### config.mk
export PLATFORM = sky130hd
export DESIGN_NAME = inst_fetch_flat
export DESIGN_NICKNAME = d
export VERILOG_FILES = /design/src/rtl/cpu_pkg.sv /design/src/rtl/inst_fetch_if.sv /design/src/rtl/fetch_fifo.sv /design/src/rtl/inst_fetch.sv /design/src/flat_wrapper.sv
export SDC_FILE = /design/constraint.sdc
export NUM_CORES = 1
export LEC_CHECK = 0
export ABC_AREA = 1
export BUFFER_PORTS_ARGS = -buffer_cell sky130_fd_sc_hd__buf_2
export CORE_ASPECT_RATIO = 2
export CORE_MARGIN = 2
export CORE_UTILIZATION = 40
export DETAILED_ROUTE_END_ITERATION = 10
export SLEW_MARGIN = 20
export SYNTH_ARGS = -nofsm -noshare
export SYNTH_HDL_FRONTEND = slang
export SYNTH_SLANG_ARGS = --single-unit
### constraint.sdc
create_clock -name clk -period 6.8 [get_ports clk]
set_input_delay 1.36 -clock clk [delete_from_list [all_inputs] [get_ports clk]]
set_output_delay 1.36 -clock clk [all_outputs]
set_load 0.1 [all_outputs]
### src/rtl/cpu_pkg.sv
// ---------------------------------------------------------------------------
// cpu_pkg
// Shared types and constants for the CPU front end.
//   WORD_W            : data/address word width
//   DEFAULT_RESET_PC  : default word-indexed fetch address after reset
//   fetch_entry_t     : one fetched {pc, inst} pair as buffered for decode
//   fill_state_e      : occupancy class of a queue (EMPTY / PARTIAL / FULL)
// ---------------------------------------------------------------------------
package cpu_pkg;

    localparam int unsigned WORD_W = 32;

    localparam logic [WORD_W-1:0] DEFAULT_RESET_PC = 32'h0000_0000;

    typedef struct packed {
        logic [WORD_W-1:0] pc;
        logic [WORD_W-1:0] inst;
    } fetch_entry_t;

    typedef enum logic [1:0] {
        FILL_EMPTY   = 2'd0,
        FILL_PARTIAL = 2'd1,
        FILL_FULL    = 2'd2
    } fill_state_e;

    // Classify a queue occupancy; the queue has no state beyond its count.
    function automatic fill_state_e fill_state(input int unsigned count,
                                               input int unsigned depth);
        fill_state_e st;
        st = FILL_PARTIAL;
        if (count == 0) begin
            st = FILL_EMPTY;
        end else if (count >= depth) begin
            st = FILL_FULL;
        end
        return st;
    endfunction

endpackage

### src/rtl/inst_fetch_if.sv
// ---------------------------------------------------------------------------
// inst_fetch_if
// Bundles the fetch stage's memory, redirect and decode handshake signals.
//   pc             : word address to instruction memory (fetch -> memory)
//   inst_in        : instruction word for the current pc (memory -> fetch)
//   redirect_valid : redirect request from execute
//   redirect_pc    : redirect target word address
//   dec_valid      : decode-side head valid
//   dec_ready      : decode accepts the head this cycle
//   dec_inst       : head instruction, 0 when not valid
//   dec_pc         : head word address, 0 when not valid
// master = fetch stage, slave = surrounding memory / execute / decode.
// ---------------------------------------------------------------------------
interface inst_fetch_if;
    import cpu_pkg::*;

    logic [WORD_W-1:0] pc;
    logic [WORD_W-1:0] inst_in;
    logic              redirect_valid;
    logic [WORD_W-1:0] redirect_pc;
    logic              dec_valid;
    logic              dec_ready;
    logic [WORD_W-1:0] dec_inst;
    logic [WORD_W-1:0] dec_pc;

    modport master (
        output pc,
        input  inst_in,
        input  redirect_valid,
        input  redirect_pc,
        output dec_valid,
        input  dec_ready,
        output dec_inst,
        output dec_pc
    );

    modport slave (
        input  pc,
        output inst_in,
        output redirect_valid,
        output redirect_pc,
        input  dec_valid,
        output dec_ready,
        input  dec_inst,
        input  dec_pc
    );

endinterface

### src/rtl/fetch_fifo.sv
// ---------------------------------------------------------------------------
// fetch_fifo
// Synchronous FIFO of entry_t with synchronous flush. A push is accepted
// when not full, or when a pop happens in the same cycle. Flush wins over
// push and pop.
//   clk, rst : clock, synchronous active-high reset
//   push     : enqueue wdata
//   wdata    : entry to enqueue
//   pop      : dequeue head (ignored when empty)
//   flush    : drop all entries
//   rdata    : head entry (stale contents when empty)
//   full     : count == DEPTH
//   empty    : count == 0
//   count    : number of valid entries
// DEPTH must be a power of 2 and at least 2.
// ---------------------------------------------------------------------------
module fetch_fifo
    import cpu_pkg::*;
#(
    parameter int unsigned DEPTH   = 4,
    parameter type         entry_t = fetch_entry_t
) (
    input  logic                   clk,
    input  logic                   rst,
    input  logic                   push,
    input  entry_t                 wdata,
    input  logic                   pop,
    input  logic                   flush,
    output entry_t                 rdata,
    output logic                   full,
    output logic                   empty,
    output logic [$clog2(DEPTH):0] count
);

    localparam int unsigned PTR_W = $clog2(DEPTH);
    localparam int unsigned CNT_W = PTR_W + 1;

    entry_t             mem_q [DEPTH];
    logic [PTR_W-1:0]   head_q, head_d;
    logic [PTR_W-1:0]   tail_q, tail_d;
    logic [CNT_W-1:0]   count_q, count_d;
    logic               do_push;
    logic               do_pop;
    fill_state_e        fill_st;

    // Occupancy class drives the full/empty flags.
    always_comb begin
        fill_st = fill_state(32'(count_q), DEPTH);
    end

    // Pointer and count next-state; pointers wrap naturally (power-of-2 depth).
    always_comb begin
        head_d  = head_q;
        tail_d  = tail_q;
        count_d = count_q;
        do_pop  = pop && (fill_st != FILL_EMPTY);
        do_push = push && ((fill_st != FILL_FULL) || do_pop);

        if (flush) begin
            head_d  = '0;
            tail_d  = '0;
            count_d = '0;
        end else begin
            if (do_push) begin
                tail_d = tail_q + PTR_W'(1);
            end
            if (do_pop) begin
                head_d = head_q + PTR_W'(1);
            end
            case ({do_push, do_pop})
                2'b10:   count_d = count_q + CNT_W'(1);
                2'b01:   count_d = count_q - CNT_W'(1);
                default: count_d = count_q;
            endcase
        end
    end

    // Control state.
    always_ff @(posedge clk) begin
        if (rst) begin
            head_q  <= '0;
            tail_q  <= '0;
            count_q <= '0;
        end else begin
            head_q  <= head_d;
            tail_q  <= tail_d;
            count_q <= count_d;
        end
    end

    // Entry storage; contents are only meaningful below count, so no reset.
    always_ff @(posedge clk) begin
        if (do_push && !flush && !rst) begin
            mem_q[tail_q] <= wdata;
        end
    end

    assign rdata = mem_q[head_q];
    assign full  = (fill_st == FILL_FULL);
    assign empty = (fill_st == FILL_EMPTY);
    assign count = count_q;

endmodule

### src/rtl/inst_fetch.sv
// ---------------------------------------------------------------------------
// inst_fetch
// Instruction fetch stage. Holds the word-indexed fetch PC, captures the
// combinational memory response into a small queue as {pc, inst} pairs and
// presents the queue head to decode over valid/ready. A redirect flushes
// the queue and reloads the PC.
//   RESET_PC : fetch word address after reset
//   QDEPTH   : queue entries (power of 2, >= 2)
//   clk      : clock
//   rst      : synchronous active-high reset
//   bus      : inst_fetch_if.master (pc/inst_in, redirect, decode handshake)
// ---------------------------------------------------------------------------
module inst_fetch
    import cpu_pkg::*;
#(
    parameter logic [WORD_W-1:0] RESET_PC = DEFAULT_RESET_PC,
    parameter int unsigned       QDEPTH   = 4
) (
    input  logic          clk,
    input  logic          rst,
    inst_fetch_if.master  bus
);

    localparam int unsigned CNT_W = $clog2(QDEPTH) + 1;

    logic [WORD_W-1:0] fetch_pc_q, fetch_pc_d;
    logic              pop;
    logic              push;
    fetch_entry_t      wr_entry;
    fetch_entry_t      head_entry;
    logic              fifo_full;
    logic              fifo_empty;
    logic [CNT_W-1:0]  fifo_count;

    // Handshake and fetch-accept decisions. A pop frees a slot, so a full
    // queue still takes the new fetch in the same cycle.
    always_comb begin
        pop  = !fifo_empty && bus.dec_ready;
        push = !bus.redirect_valid && (!fifo_full || pop);
    end

    // PC next-state: redirect beats sequential advance; otherwise hold and
    // re-read the same address.
    always_comb begin
        fetch_pc_d = fetch_pc_q;
        if (bus.redirect_valid) begin
            fetch_pc_d = bus.redirect_pc;
        end else if (push) begin
            fetch_pc_d = fetch_pc_q + WORD_W'(1);
        end
    end

    always_ff @(posedge clk) begin
        if (rst) begin
            fetch_pc_q <= RESET_PC;
        end else begin
            fetch_pc_q <= fetch_pc_d;
        end
    end

    assign wr_entry = '{pc: fetch_pc_q, inst: bus.inst_in};

    fetch_fifo #(
        .DEPTH   (QDEPTH),
        .entry_t (fetch_entry_t)
    ) u_fifo (
        .clk   (clk),
        .rst   (rst),
        .push  (push),
        .wdata (wr_entry),
        .pop   (pop),
        .flush (bus.redirect_valid),
        .rdata (head_entry),
        .full  (fifo_full),
        .empty (fifo_empty),
        .count (fifo_count)
    );

    // Occupancy must stay within the queue and agree with the empty flag.
    a_count_sane: assert property (@(posedge clk) disable iff (rst)
        (fifo_count <= CNT_W'(QDEPTH)) && (fifo_empty == (fifo_count == '0)));

    // Outputs: PC straight from its register, decode payload zero-gated.
    assign bus.pc        = fetch_pc_q;
    assign bus.dec_valid = !fifo_empty;
    assign bus.dec_inst  = fifo_empty ? '0 : head_entry.inst;
    assign bus.dec_pc    = fifo_empty ? '0 : head_entry.pc;

endmodule

### src/flat_wrapper.sv
// flat-port wrapper written by rule: the top's interface ports become plain ports
module inst_fetch_flat import cpu_pkg::*;
#(
    parameter logic [WORD_W-1:0] RESET_PC = DEFAULT_RESET_PC,
    parameter int unsigned       QDEPTH   = 4
)
  (clk, rst, bus_pc, bus_inst_in, bus_redirect_valid, bus_redirect_pc, bus_dec_valid, bus_dec_ready, bus_dec_inst, bus_dec_pc);
  inst_fetch_if bus_i ();
  input  logic clk;
  input  logic rst;
  output wire logic [$bits(bus_i.pc)-1:0] bus_pc;
  input wire logic [$bits(bus_i.inst_in)-1:0] bus_inst_in;
  input wire logic [$bits(bus_i.redirect_valid)-1:0] bus_redirect_valid;
  input wire logic [$bits(bus_i.redirect_pc)-1:0] bus_redirect_pc;
  output wire logic [$bits(bus_i.dec_valid)-1:0] bus_dec_valid;
  input wire logic [$bits(bus_i.dec_ready)-1:0] bus_dec_ready;
  output wire logic [$bits(bus_i.dec_inst)-1:0] bus_dec_inst;
  output wire logic [$bits(bus_i.dec_pc)-1:0] bus_dec_pc;
  assign bus_pc = bus_i.pc;
  assign bus_i.inst_in = bus_inst_in;
  assign bus_i.redirect_valid = bus_redirect_valid;
  assign bus_i.redirect_pc = bus_redirect_pc;
  assign bus_dec_valid = bus_i.dec_valid;
  assign bus_i.dec_ready = bus_dec_ready;
  assign bus_dec_inst = bus_i.dec_inst;
  assign bus_dec_pc = bus_i.dec_pc;
  inst_fetch #(.RESET_PC(RESET_PC), .QDEPTH(QDEPTH)) u_core (.clk(clk), .rst(rst), .bus(bus_i));
endmodule
After elaboration in Yosys (flattened, before gate mapping)
Memories as Yosys holds them, arrays and structs flattened. A register that Yosys moved wholly into a read port is not among the register bits.
Index checks and enable logic that the tools add are counted.
{"block": "totals", "reg_bits": 39, "out_inout_bits": 97, "input_bits": 68, "ram_bits": 256, "elab_cells": 44, "n_memories": 1}
{"memory": "u_core.u_fifo.mem_q", "depth": 4, "word_bits": 64, "read_ports": 1, "rd_ports_with_merged_regs": 1, "write_ports": 1, "line_no": "fetch_fifo.sv:38", "rtl": "entry_t mem_q [DEPTH];"}
{"block": "op_classes", "magnitude_cmp": 1, "n_addsub": 5, "n_eq_ne": 4, "muxes": 11, "reduce_logical": 18}
{"operator": "two-way mux 32 bit", "count": 4}
{"operator": "adder 32 x 1 -> 32 bit (second input constant)", "count": 1}
{"operator": "two-way mux 2 bit", "count": 4}
{"operator": "logical AND 1 bit", "count": 6}
{"operator": "one-hot mux 3 bit (2 select lines)", "count": 1}
{"operator": "nonzero test 2 bit", "count": 3}
{"operator": "adder 2 x 1 -> 2 bit (second input constant)", "count": 2}
{"operator": "== test 2 bit (second input constant)", "count": 2}
{"operator": "zero test 1 bit", "count": 4}
{"operator": "adder 3 x 1 -> 3 bit (second input constant)", "count": 1}
{"operator": "greater-or-equal comparator 3 bit (second input constant)", "count": 1}
{"operator": "zero test 3 bit", "count": 1}
{"operator": "subtractor 3 x 1 -> 3 bit (second input constant)", "count": 1}
{"operator": "== test 2 x 1 -> 1 bit (second input constant)", "count": 1}
{"operator": "zero test 2 bit", "count": 1}
{"operator": "logical OR 1 bit", "count": 2}
{"operator": "two-way mux 1 bit", "count": 2}
{"operator": "inequality test 2 bit (second input constant)", "count": 1}
{"operator": "OR reduction 2 bit", "count": 1}

Depth between registers and ports, before layout
Gate-level depths: netlist (run 1).
{"block": "depth", "ltp_word": 13, "ltp_mapped": 12, "mapped_depth_nobuf": 12}

Hierarchy
A second synthesis (run 1) with hierarchy kept.
{"block": "hier_totals", "hier_cells": 1209, "hier_area_um2": 12876.1}
{"mod": "fetch_fifo", "n_inst": 1, "cells_each": 691, "area_per_inst_um2": 9985.8, "seq_area_each_um2": 7867.5}
{"mod": "inst_fetch", "n_inst": 1, "cells_each": 518, "area_per_inst_um2": 2890.3, "seq_area_each_um2": 640.6}

Worst setup path before layout (run 1)
Ideal clock, no wire load.
{"block": "synth_timing", "path_type": "input port to flip-flop", "start": "input bus_redirect_valid", "end": "memory u_core.u_fifo.mem_q[0][0] in the netlist's numbering, enable pin", "stages": 6, "t_required_ps": 6314, "path_buffers": 1, "setup_time_ps": 486, "arrival_ps": 4747, "slack_ps": 1566, "path_cell_list": "buf_2 -> nor2_2 -> inv_1 -> nor2_2 -> inv_1 -> nor2_1"}
{"block": "synth_via", "elab_chain_cells": 7}
{"item": "start, declared", "line_no": "flat_wrapper.sv:13", "rtl": "input wire logic [$bits(bus_i.redirect_valid)-1:0] bus_redirect_valid;"}
{"item": "zero test 1 bit *", "line_no": "fetch_fifo.sv:93, inst_fetch.sv:39"}
{"item": "logical AND 1 bit", "line_no": "inst_fetch.sv:39", "rtl": "push = !bus.redirect_valid && (!fifo_full || pop);"}
{"item": "logical AND 1 bit", "line_no": "fetch_fifo.sv:57", "rtl": "do_push = push && ((fill_st != FILL_FULL) || do_pop);"}
{"item": "logical AND 1 bit * (2 in series)", "line_no": "fetch_fifo.sv:93", "rtl": "if (do_push && !flush && !rst) begin"}
{"item": "two-way mux 1 bit *", "line_no": "fetch_fifo.sv:93"}
{"item": "two-way mux 1 bit (implied by the code) *", "line_no": "fetch_fifo.sv:94", "rtl": "mem_q[tail_q] <= wdata;"}
{"item": "end, declared", "line_no": "fetch_fifo.sv:38"}
Mark *: on every way between the ends. The rest lies on a longest branch, timed or not.

==> results.py, run 1 <==
metrics = {
    "logic_synthesis": {
        "synth_mux_area_share_pct": 0,
        "syn-num-nets": 1217,
        "ys_warn_count": 0,
        "ys_seq_area_share_pct": 68.35,
        "synth-main-ff-cell": "edfxtp_1",
        "mappedNetlistArea_um2": 12450,
        "ys_ff_latch": 297,
        "yosys.area.top_type": "edfxtp_1",
        "synth_common_cells": "nor2_1 (297), edfxtp_1 (256), o21ai_0 (140), a21oi_1 (96), nand2_1 (96)",
        "synth_enable_flop_cells": 256,
        "synth_area_leaders": "edfxtp_1 (62%), nor2_1 (9.0%), dfxtp_1 (6.6%)",
        "synthAdderAreaFrac_pct": 0.7639,
        "synthXorXnorAreaFrac_pct": 0.4222,
        "synthCells": 1142,
        "yosysTopAreaCellShare_pct": 61.75,
        "synth_cell_types": 39,
        "syn_avg_cell_area_um2": 10.90,
        "synth_top_family_by_area": "simple AND/OR/NAND/NOR gates",
        "synth_compound_area_share_pct": 11.75,
        "synthSimpleGateAreaFrac_pct": 15.50,
        "yosysMostFrequentCell": "nor2_1",
        "async_reset_ff_share_pct": 0,
    },
    "layout": {
        "nNetsFinal": 1360,
        "fin_util_pct": 46.85,
        "fillers": 2854,
        "syn_to_final_growth_pct": 15.71,
        "diodes": 0,
        "stdcell_area_um2": 14400,
        "final_layout_size_suffix_gt1_share_pct": 19.28,
    },
    "worst_hold_path": {
        "whs_path_depth": 2,
        "hp-class": "reg2reg",
        "hold_start": "u_core.u_fifo.head_q[1]",
    },
    "worst_setup_path": {
        "worst-setup-path-type": "reg2out",
        "critPathCaptureType": "primary output",
        "crit_required_ns": 5.44,
        "regToRegStartpoint": "u_core.u_fifo.count[2]",
        "reg2reg_depth": 6,
        "max_stage_delay_ns": 0.80,
        "cp_slowest_cell": "clkinv_2",
        "reg2reg_slack_ns": 3.91,
        "crit_path_start_kind": "flop",
        "arrival_ns": 3.35,
        "rr_endpoint": "u_core.u_fifo.mem_q[2][3]",
        "crit_path_end": "bus_dec_pc[23]",
        "worstPathCellList": "clkinv_2 -> buf_4 -> o21ai_0 -> a21oi_1 -> buf_2",
        "path_buf_inv": 3,
        "crit_fanout": 75,
        "crit_cells": 5,
        "cpLargestDelayFamily": "buffers and inverters",
    },
    "clock_tree": {
        "post_cts_resized": 0,
        "h-tree-depth": 1,
        "clk_pin_slew_ns": 0.06,
        "cts_tree": "built",
        "clock-sinks": 297,
        "cts_setup_buffers": 0,
        "ctsRootBufferMaster": "clkbuf_16",
        "max-clock-path-buffers": 3,
        "holdBufCountCts": 0,
        "worstSkewPairLatency_ns": 0.54,
        "cts_buffers": 26,
    },
    "sta": {
        "setup_viol": 0,
        "timing.final.crit_share_pct": 69.19,
        "fin_skew_ns": 0.01182,
        "tns_ns": 0,
        "min_period_ns": 4.705,
        "rsz0062_at_grt": "false",
        "slew_violations": 0,
        "hold_viol_final": 0,
        "tightest_slew_ns": 1.075,
        "max-slew-margin-rel_pct": 28.32,
        "max_freq_mhz": 212.5,
    },
    "place": {
        "place_congestion": 0.8812,
        "port_buffers": 164,
        "place_area_um2": 13600,
        "dp_hpwl_um": 20680,
    },
    "floorplan": {
        "row_count": 91,
        "start_util_pct": 40.49,
        "die_area_um2": 32630,
        "die_w_um": 128.7,
        "core_area_um2": 30740,
        "ioPinCount": 165,
        "fp.dieH_um": 253.5,
    },
    "global_route": {
        "grt_pass1_wl_um": 48600,
        "antenna_found_initial": 0,
        "grtUsageTotal_pct": 19.70,
        "grt_start_max_net_pins": 97,
        "grt_pass1_vias": 8847,
        "gr-total-overflow": 0,
    },
    "job": {
        "cap_violations": 0,
    },
    "drt": {
        "vias_per_cell": 5.277,
        "drtAntennaViolNets": 0,
        "first_iter_violations": 575,
        "drc": 0,
        "drt-total-wl_um": 32380,
        "drt-wirelength-per-cell_um": 19.34,
        "drt-pass1-iter-count": 5,
        "dr_total_vias": 8833,
    },
    "power_and_ir_drop": {
        "pwr_density_cell_nw_per_um2": 276.3,
        "p_leak_uw": 0.005280,
        "p_total_uw": 3980,
        "vdd_drop_max_v": 0.0002077,
    },
    "outcome": {
        "outcome": "finished clean",
    },
}
==> cells by family (layout without fill, tap and decap cells) <==
| logic type | Yosys count | in the layout |
|---|---|---|
| AO/OA/AOI/OAI | 277 | 277 |
| flip-flops | 297 | 297 |
| adder cells (fa/ha/maj) | 7 | 7 |
| XOR/XNOR | 6 | 6 |
| AND/OR/NAND/NOR | 457 | 457 |
| buffers and inverters | 98 | 258 |
==> registers in the layout, indices dropped and copies added (netlist names), named ones only <==
register	cells
u_core.bus.pc	32
u_core.u_fifo.count	3
u_core.u_fifo.head_q	2
u_core.u_fifo.mem_q	256
u_core.u_fifo.tail_q	2
==> worst min-delay path by stage <==
stage	end	slack (ns)
floorplan	flop	0.44
global placement	u_core.u_fifo.head_q[0]	0.46
detailed placement	flop	0.47
CTS	flop	0.48
global route	flop	0.50
finish	flop	0.49
==> final cells by class <==
type                            instances  area (um2)  area share [%]
Sequential cell                       297        8513           59.10
Multi-Input combinational cell        747        3575           24.82
Timing Repair Buffer                  174       895.9           6.220
Clock buffer                           28       679.4           4.717
Tap cell                              372       465.4           3.231
Inverter                               39       147.6           1.025
Clock inverter                         17       127.6          0.8860
==> routing by layer <==
layer	track usage, %	share of wire (%)	up-vias
met4	8.571	3.9	0
met2	38.50	57	255
met5	0	0	-
li1	-	-	4260
met3	2.021	4.2	67
met1	20.78	35	4251
==> where the power goes <==
part / switching (uW) / internal [uW]
registers: 45.8 / 2030
logic: 398 / 79.2
clock network: 640 / 792
total: 1080 / 2900
==> placed cells by master (no fill, tap or decap), types with 8 or more instances in the layout <==
master / n
nor2_1: 293
nor2_4: 13
o21ai_0: 140
a21oi_1: 96
clkinv_1: 9
a22oi_1: 19
edfxtp_1: 256
nand2_1: 96
clkbuf_16: 27
buf_2: 164
o21ai_1: 8
nand3_1: 24
inv_1: 31
dfxtp_1: 39
buf_4: 10
==> per-stage QoR <==
stage / std cells / hold slack [ns] / setup slack (ns)
global route: 1674 / 0.5034 / 1.776
global placement: 1629 / 0.4571 / 2.293
floorplan: 1142 / 0.4356 / 1.566
CTS: 1674 / 0.4840 / 2.002
finish: 1674 / 0.4894 / 2.095
detailed placement: 1629 / 0.4682 / 2.262
==> worst register-to-register path: cells and delay by family, from the launching register on <==
| kind | cells | cell delay [ns] |
|---|---|---|
| AND/OR/NAND/NOR | 3 | 1.21 |
| buffers and inverters | 3 | 0.98 |
| flip-flops | 1 | 0.33 |
Power figures use the tool's default switching activity.
==> inputs of run 2 (changes only) <==
--- a/config.mk
+++ b/config.mk
@@ -5,7 +5,7 @@
 export SDC_FILE = /design/constraint.sdc
 export NUM_CORES = 1
 export LEC_CHECK = 0
-export ABC_AREA = 1
+export ABC_AREA = 0
 export BUFFER_PORTS_ARGS = -buffer_cell sky130_fd_sc_hd__buf_2
 export CORE_ASPECT_RATIO = 2
 export CORE_MARGIN = 2
==> constraint.sdc (replaced) <==
create_clock -name clk -period 4.3 [get_ports clk]
set_input_delay 0.86 -clock clk [delete_from_list [all_inputs] [get_ports clk]]
set_output_delay 0.86 -clock clk [all_outputs]
set_load 0.1 [all_outputs]
==> run 2 against run 1 <==
Against the previous run: sequential power up 59%; clock skew about the same; synthesized cell count down 38%; largest power group unchanged; flip-flop and latch count unchanged; register-to-register slack worse by 2.3 ns; die area down 2.5%; power up 63%; global-route usage down 1.9 points; synthesized area down 2.5%; final cell count down 24%.
==> results.py, run 2 <==
metrics = {
    "place": {
        "pre_cts_ws_ns": 1.203,
        "place_congestion": 0.8188,
        "port_buffers": 164,
        "dp_hpwl_um": 18620,
        "placedCellCount": 1219,
    },
    "sta": {
        "fin_skew_ns": 0.01179,
        "max_freq_mhz": 283.8,
        "setup_viol": 0,
        "hold_viol_final": 0,
        "min_period_ns": 3.523,
        "tightest_slew_ns": 0.8484,
        "timing.final.crit_share_pct": 81.93,
        "max-slew-margin-rel_pct": 43.44,
        "tns_ns": 0,
        "rsz0062_at_grt": "false",
        "slew_violations": 0,
        "whs_ns": 0.4971,
        "fin_ws_ns": 0.7769,
    },
    "global_route": {
        "grt_pass1_vias": 7298,
        "grt_start_max_net_pins": 56,
        "grtUsageTotal_pct": 17.75,
        "gr-total-overflow": 0,
        "antenna_found_initial": 1,
        "grt_pass1_wl_um": 42950,
    },
    "logic_synthesis": {
        "yosys.area.top_type": "edfxtp_1",
        "syn_avg_cell_area_um2": 17.07,
        "yosysTopAreaCellShare_pct": 63.35,
        "ys_ff_latch": 297,
        "synth_enable_flop_cells": 256,
        "syn-num-nets": 786,
        "mappedNetlistArea_um2": 12140,
        "synth_common_cells": "edfxtp_1 (256), and2_1 (72), mux4_2 (64), dfxtp_1 (41), nor2_1 (30)",
        "yosysMostFrequentCell": "edfxtp_1",
        "synthCells": 711,
        "async_reset_ff_share_pct": 0,
        "ys_seq_area_share_pct": 70.11,
        "synth_area_leaders": "edfxtp_1 (63%), mux4_2 (12%), dfxtp_1 (6.8%)",
        "synth_cell_types": 50,
        "synth-main-ff-cell": "edfxtp_1",
        "ys_warn_count": 0,
    },
    "clock_tree": {
        "cts_setup_buffers": 0,
        "worstSkewPairLatency_ns": 0.54,
        "h-tree-depth": 1,
        "holdBufCountCts": 0,
        "clk_pin_slew_ns": 0.07,
        "max-clock-path-buffers": 3,
        "cts_buffers": 26,
        "clock-sinks": 297,
        "cts_tree": "built",
        "ctsRootBufferMaster": "clkbuf_16",
        "post_cts_resized": 0,
    },
    "layout": {
        "nNetsFinal": 954,
        "multi_input_area_um2": 3385,
        "layout_commonest_cell": "edfxtp_1",
        "syn_to_final_growth_pct": 17.91,
        "top_register": "u_core.u_fifo.mem_q",
        "largest_reg_flops": 256,
        "fin_cells": 1268,
        "layout_common_cells": "edfxtp_1 (256), buf_2 (164), and2_1 (68)",
        "fillers": 2552,
        "ff_latch_area_um2": 8516,
        "final_layout_size_suffix_gt1_share_pct": 33.26,
    },
    "drt": {
        "drc": 0,
        "first_iter_violations": 397,
        "vias_per_cell": 5.487,
        "drt-wirelength-per-cell_um": 22.19,
        "drt-total-wl_um": 28140,
        "drt-pass1-iter-count": 4,
        "dr_total_vias": 6958,
        "drtAntennaViolNets": 0,
    },
    "worst_setup_path": {
        "regToRegStartpoint": "u_core.u_fifo.count[2]",
        "crit_cells": 4,
        "cpLargestDelayFamily": "flip-flops",
        "path_buf_inv": 2,
        "crit_path_start_kind": "flop",
        "crit_required_ns": 3.44,
        "max_stage_delay_ns": 0.69,
        "reg2reg_depth": 9,
        "arrival_ns": 2.66,
        "crit_fanout": 25,
        "critPathCaptureType": "primary output",
        "worst-setup-path-type": "reg2out",
        "worstPathCellList": "buf_4 -> mux4_2 -> and2_1 -> buf_2",
        "cp_slowest_cell": "dfxtp_4",
    },
    "worst_hold_path": {
        "whs_path_depth": 2,
        "hp-class": "reg2reg",
        "hold_start": "u_core.u_fifo.tail_q[1]",
    },
    "floorplan": {
        "ioPinCount": 165,
        "fp.dieH_um": 250.3,
        "row_count": 90,
        "die_area_um2": 31830,
        "core_area_um2": 30070,
        "start_util_pct": 40.36,
        "die_w_um": 127.2,
    },
    "outcome": {
        "outcome": "finished clean",
    },
    "power_and_ir_drop": {
        "p_leak_uw": 0.004952,
        "pwr_density_cell_nw_per_um2": 452.6,
        "vdd_drop_max_v": 0.0003200,
    },
    "job": {
        "cap_violations": 0,
    },
}
[run 2: logic make-up (layout without fill, tap and decap cells)]
logic type	Yosys count	after routing	share of synthesized area, %
DFF	297	297	70.11
AOI/OAI and AO/OA	68	68	4.062
other	0	1	0
muxes	64	64	11.88
xor gates and xnor gates	15	15	1.083
and+or+nand+nor	207	207	9.991
adders and majority gates	7	7	0.7836
buffers and inverters	53	241	2.093
[run 2: cell type report]
class	count	share of cell area, %
flip-flops and latches	297	59.51
multi-input cells	361	23.65
repair buffers	180	7.100
clock buffers	27	4.722
well taps	368	3.218
clock inverters	21	1.434
inverters	13	0.3410
diodes	1	0.01749
[run 2: per-layer routing]
layer	part of all wire, %	vias up	track usage (%)
li1	-	3175	-
met1	37	3531	20.42
met2	55	208	32.84
met3	4.6	44	2.520
met4	2.8	0	7.002
met5	0	-	0
[run 2: worst min-delay path: cells and delay by family (launching register included)]
| kind | cells | cell delay (ns) |
|---|---|---|
| AOI/OAI and AO/OA | 1 | 0.05 |
| DFF | 1 | 0.34 |
| and+or+nand+nor | 1 | 0.06 |
[run 2: metrics by stage]
step	util, %	power [uW]	instance area (um2)
6_report	47.59	6476	14310
5_1_grt	47.59	6672	14310
4_1_cts	47.58	6547	14310
3_5_place_dp	44.65	4146	13430
3_3_place_gp	44.59	4135	13410
2_1_floorplan	-	3941	12140
[run 2: path summary, 6_finish.rpt]
kind                                           endpoint  slack [ns]
worst max register to register   u_core.u_fifo.count[2]        1.57
worst max-delay path                      bus_dec_pc[0]        0.78
worst min-delay path            u_core.u_fifo.tail_q[1]        0.50
worst min register to register  u_core.u_fifo.tail_q[1]        0.50
[run 2: report_power, final]
group	internal, uW	total (uW)	leakage (uW)	switching (uW)
sequential	3210	3290	0.00268	85.7
clock	1340	2400	0.000430	1060
combinational	167	778	0.00184	610
==> inputs of run 3 (changes only) <==
==> constraint.sdc (replaced) <==
create_clock -name clk -period 3.35 [get_ports clk]
set_input_delay 0.67 -clock clk [delete_from_list [all_inputs] [get_ports clk]]
set_output_delay 0.67 -clock clk [all_outputs]
set_load 0.1 [all_outputs]
==> run 3 against run 2 <==
Against the previous run: combinational power is 31% higher; cell area is 0.78% higher; wire length shrank 0.88%; power increased by 26%; count of clock-buffer cells in the layout grew 5; worst hold slack lost 0.14 ns; die area did not move; first-iteration DRC count is 2.5% lower.
==> results.py, run 3 (synthesis gave the netlist of run 2 again) <==
metrics = {
    "power_and_ir_drop": {
        "pwr-share-seq_pct": 51.6,
        "p_int_uw": 6038,
        "comb_power_share_pct": 12.5,
        "p_clk_share_pct": 35.9,
        "vdd_drop_max_v": 0.0003386,
        "pwr_density_cell_nw_per_um2": 566.6,
        "p_leak_uw": 0.004999,
        "p_total_uw": 8170,
        "swShare_pct": 26.10,
        "p_switching_uw": 2132,
    },
    "sta": {
        "max_freq_mhz": 318.6,
        "max-slew-margin-rel_pct": 48.58,
        "whs_ns": 0.3563,
        "timing.final.crit_share_pct": 93.69,
        "tns_ns": 0,
        "setup_viol": 0,
        "hold_viol_final": 0,
        "tightest_slew_ns": 0.7654,
        "fin_skew_ns": 0.007697,
        "min_period_ns": 3.139,
        "slew_violations": 0,
        "rsz0062_at_grt": "false",
    },
    "outcome": {
        "outcome": "finished clean",
    },
    "worst_setup_path": {
        "startpoint": "u_core.u_fifo.count[2]",
        "worstPathCellList": "or3_2 -> buf_4 -> and2_1 -> buf_2",
        "crit_required_ns": 2.68,
        "critPathCaptureType": "primary output",
        "cp_slowest_cell": "or3_2",
        "crit_fanout": 25,
        "regToRegStartpoint": "u_core.u_fifo.count[2]",
        "crit_path_start_kind": "flop",
        "path_buf_inv": 2,
        "worst-setup-path-type": "reg2out",
        "arrival_ns": 2.47,
        "max_stage_delay_ns": 0.78,
        "cpLargestDelayFamily": "simple AND/OR/NAND/NOR gates",
    },
    "clock_tree": {
        "worstSkewPairLatency_ns": 0.53,
        "h-tree-depth": 1,
        "cts_tree": "built",
        "max-clock-path-buffers": 3,
        "clk_pin_slew_ns": 0.06,
        "holdBufCountCts": 0,
        "cts_buffers": 26,
        "post_cts_resized": 0,
        "clock-sinks": 297,
        "ctsRootBufferMaster": "clkbuf_16",
        "cts_setup_buffers": 0,
    },
    "layout": {
        "syn_to_final_growth_pct": 18.83,
        "top_register": "u_core.u_fifo.mem_q",
        "layout_commonest_cell": "edfxtp_1",
        "ff_latch_area_um2": 8516,
        "nNetsFinal": 965,
        "multi_input_area_um2": 3385,
        "diodes": 0,
        "final_layout_size_suffix_gt1_share_pct": 33.26,
        "layout_common_cells": "edfxtp_1 (256), buf_2 (164), and2_1 (68)",
        "largest_reg_flops": 256,
        "fillers": 2597,
    },
    "floorplan": {
        "die_w_um": 127.2,
        "start_util_pct": 40.36,
        "ioPinCount": 165,
        "core_area_um2": 30070,
        "fp.dieH_um": 250.3,
        "die_area_um2": 31830,
        "row_count": 90,
    },
    "drt": {
        "drt-total-wl_um": 27890,
        "first_iter_violations": 387,
        "drt-pass1-iter-count": 5,
        "drc": 0,
        "dr_total_vias": 7021,
        "drt-wirelength-per-cell_um": 21.86,
        "drtAntennaViolNets": 0,
        "vias_per_cell": 5.502,
    },
    "worst_hold_path": {
        "hp-class": "in2reg",
        "hold_start": "bus_inst_in[18]",
    },
    "global_route": {
        "gr-total-overflow": 0,
        "grtUsageTotal_pct": 17.59,
        "grt_pass1_vias": 7329,
        "antenna_found_initial": 0,
        "grt_pass1_wl_um": 42740,
        "grt_start_max_net_pins": 49,
    },
    "place": {
        "place_congestion": 0.8114,
        "dp_hpwl_um": 18840,
        "port_buffers": 164,
    },
    "job": {
        "cap_violations": 0,
    },
}
run 3: cell type report:
cell class | count | share of cell area [%]
Clock buffer | 32 | 4.816
Clock inverter | 14 | 0.9892
Inverter | 13 | 0.3384
Multi-Input combinational cell | 361 | 23.47
Sequential cell | 297 | 59.05
Tap cell | 368 | 3.193
Timing Repair Buffer | 191 | 8.139
run 3: worst paths after layout:
| kind | endpoint | slack (ns) | cells past startpoint |
|---|---|---|---|
| worst max-delay path | bus_dec_pc[7] | 0.21 | 4 |
| worst min-delay path | u_core.u_fifo.mem_q[2][18] | 0.36 | 1 |
| worst max register to register | u_core.u_fifo.count[2] | 0.84 | 8 |
| worst min register to register | u_core.u_fifo.tail_q[1] | 0.50 | 2 |
run 3: power by group through the flow:
stage | logic, uW | clock network (uW) | registers, uW
floorplan | 594 | 0 | 4460
global placement | 1030 | 0 | 4290
detailed placement | 1030 | 0 | 4300
CTS | 1030 | 3020 | 4210
global route | 1070 | 3160 | 4230
finish | 1020 | 2940 | 4210
run 3: per-layer routing:
layer / share of wire [%] / track usage (%) / vias to the layer above / wire [um]
met2: 56 / 33.24 / 192 / 15700
li1: - / - / 3196 / -
met3: 3.8 / 2.114 / 44 / 1059
met1: 38 / 20.58 / 3589 / 10500
met4: 2.3 / 5.369 / 0 / 632
met5: 0 / 0 / - / 0
run 3: worst reg2reg max path, delay by kind of cell (launching register included):
family	cells	cell delay, ns
AOI/OAI and AO/OA	1	0.15
xor gates and xnor gates	1	0.18
adders and majority gates	2	0.56
buffers and inverters	1	0.06
DFF	1	0.43
and+or+nand+nor	3	1.06
run 3: metrics by stage:
step	cells	setup slack, ns	cell area [um2]	util [%]
floorplan	711	0.3007	12140	-
global placement	1230	0.7683	13580	45.18
detailed placement	1230	0.7116	13580	45.18
CTS	1276	0.1725	14420	47.96
global route	1276	0.08640	14420	47.96
finish	1276	0.2114	14420	47.96
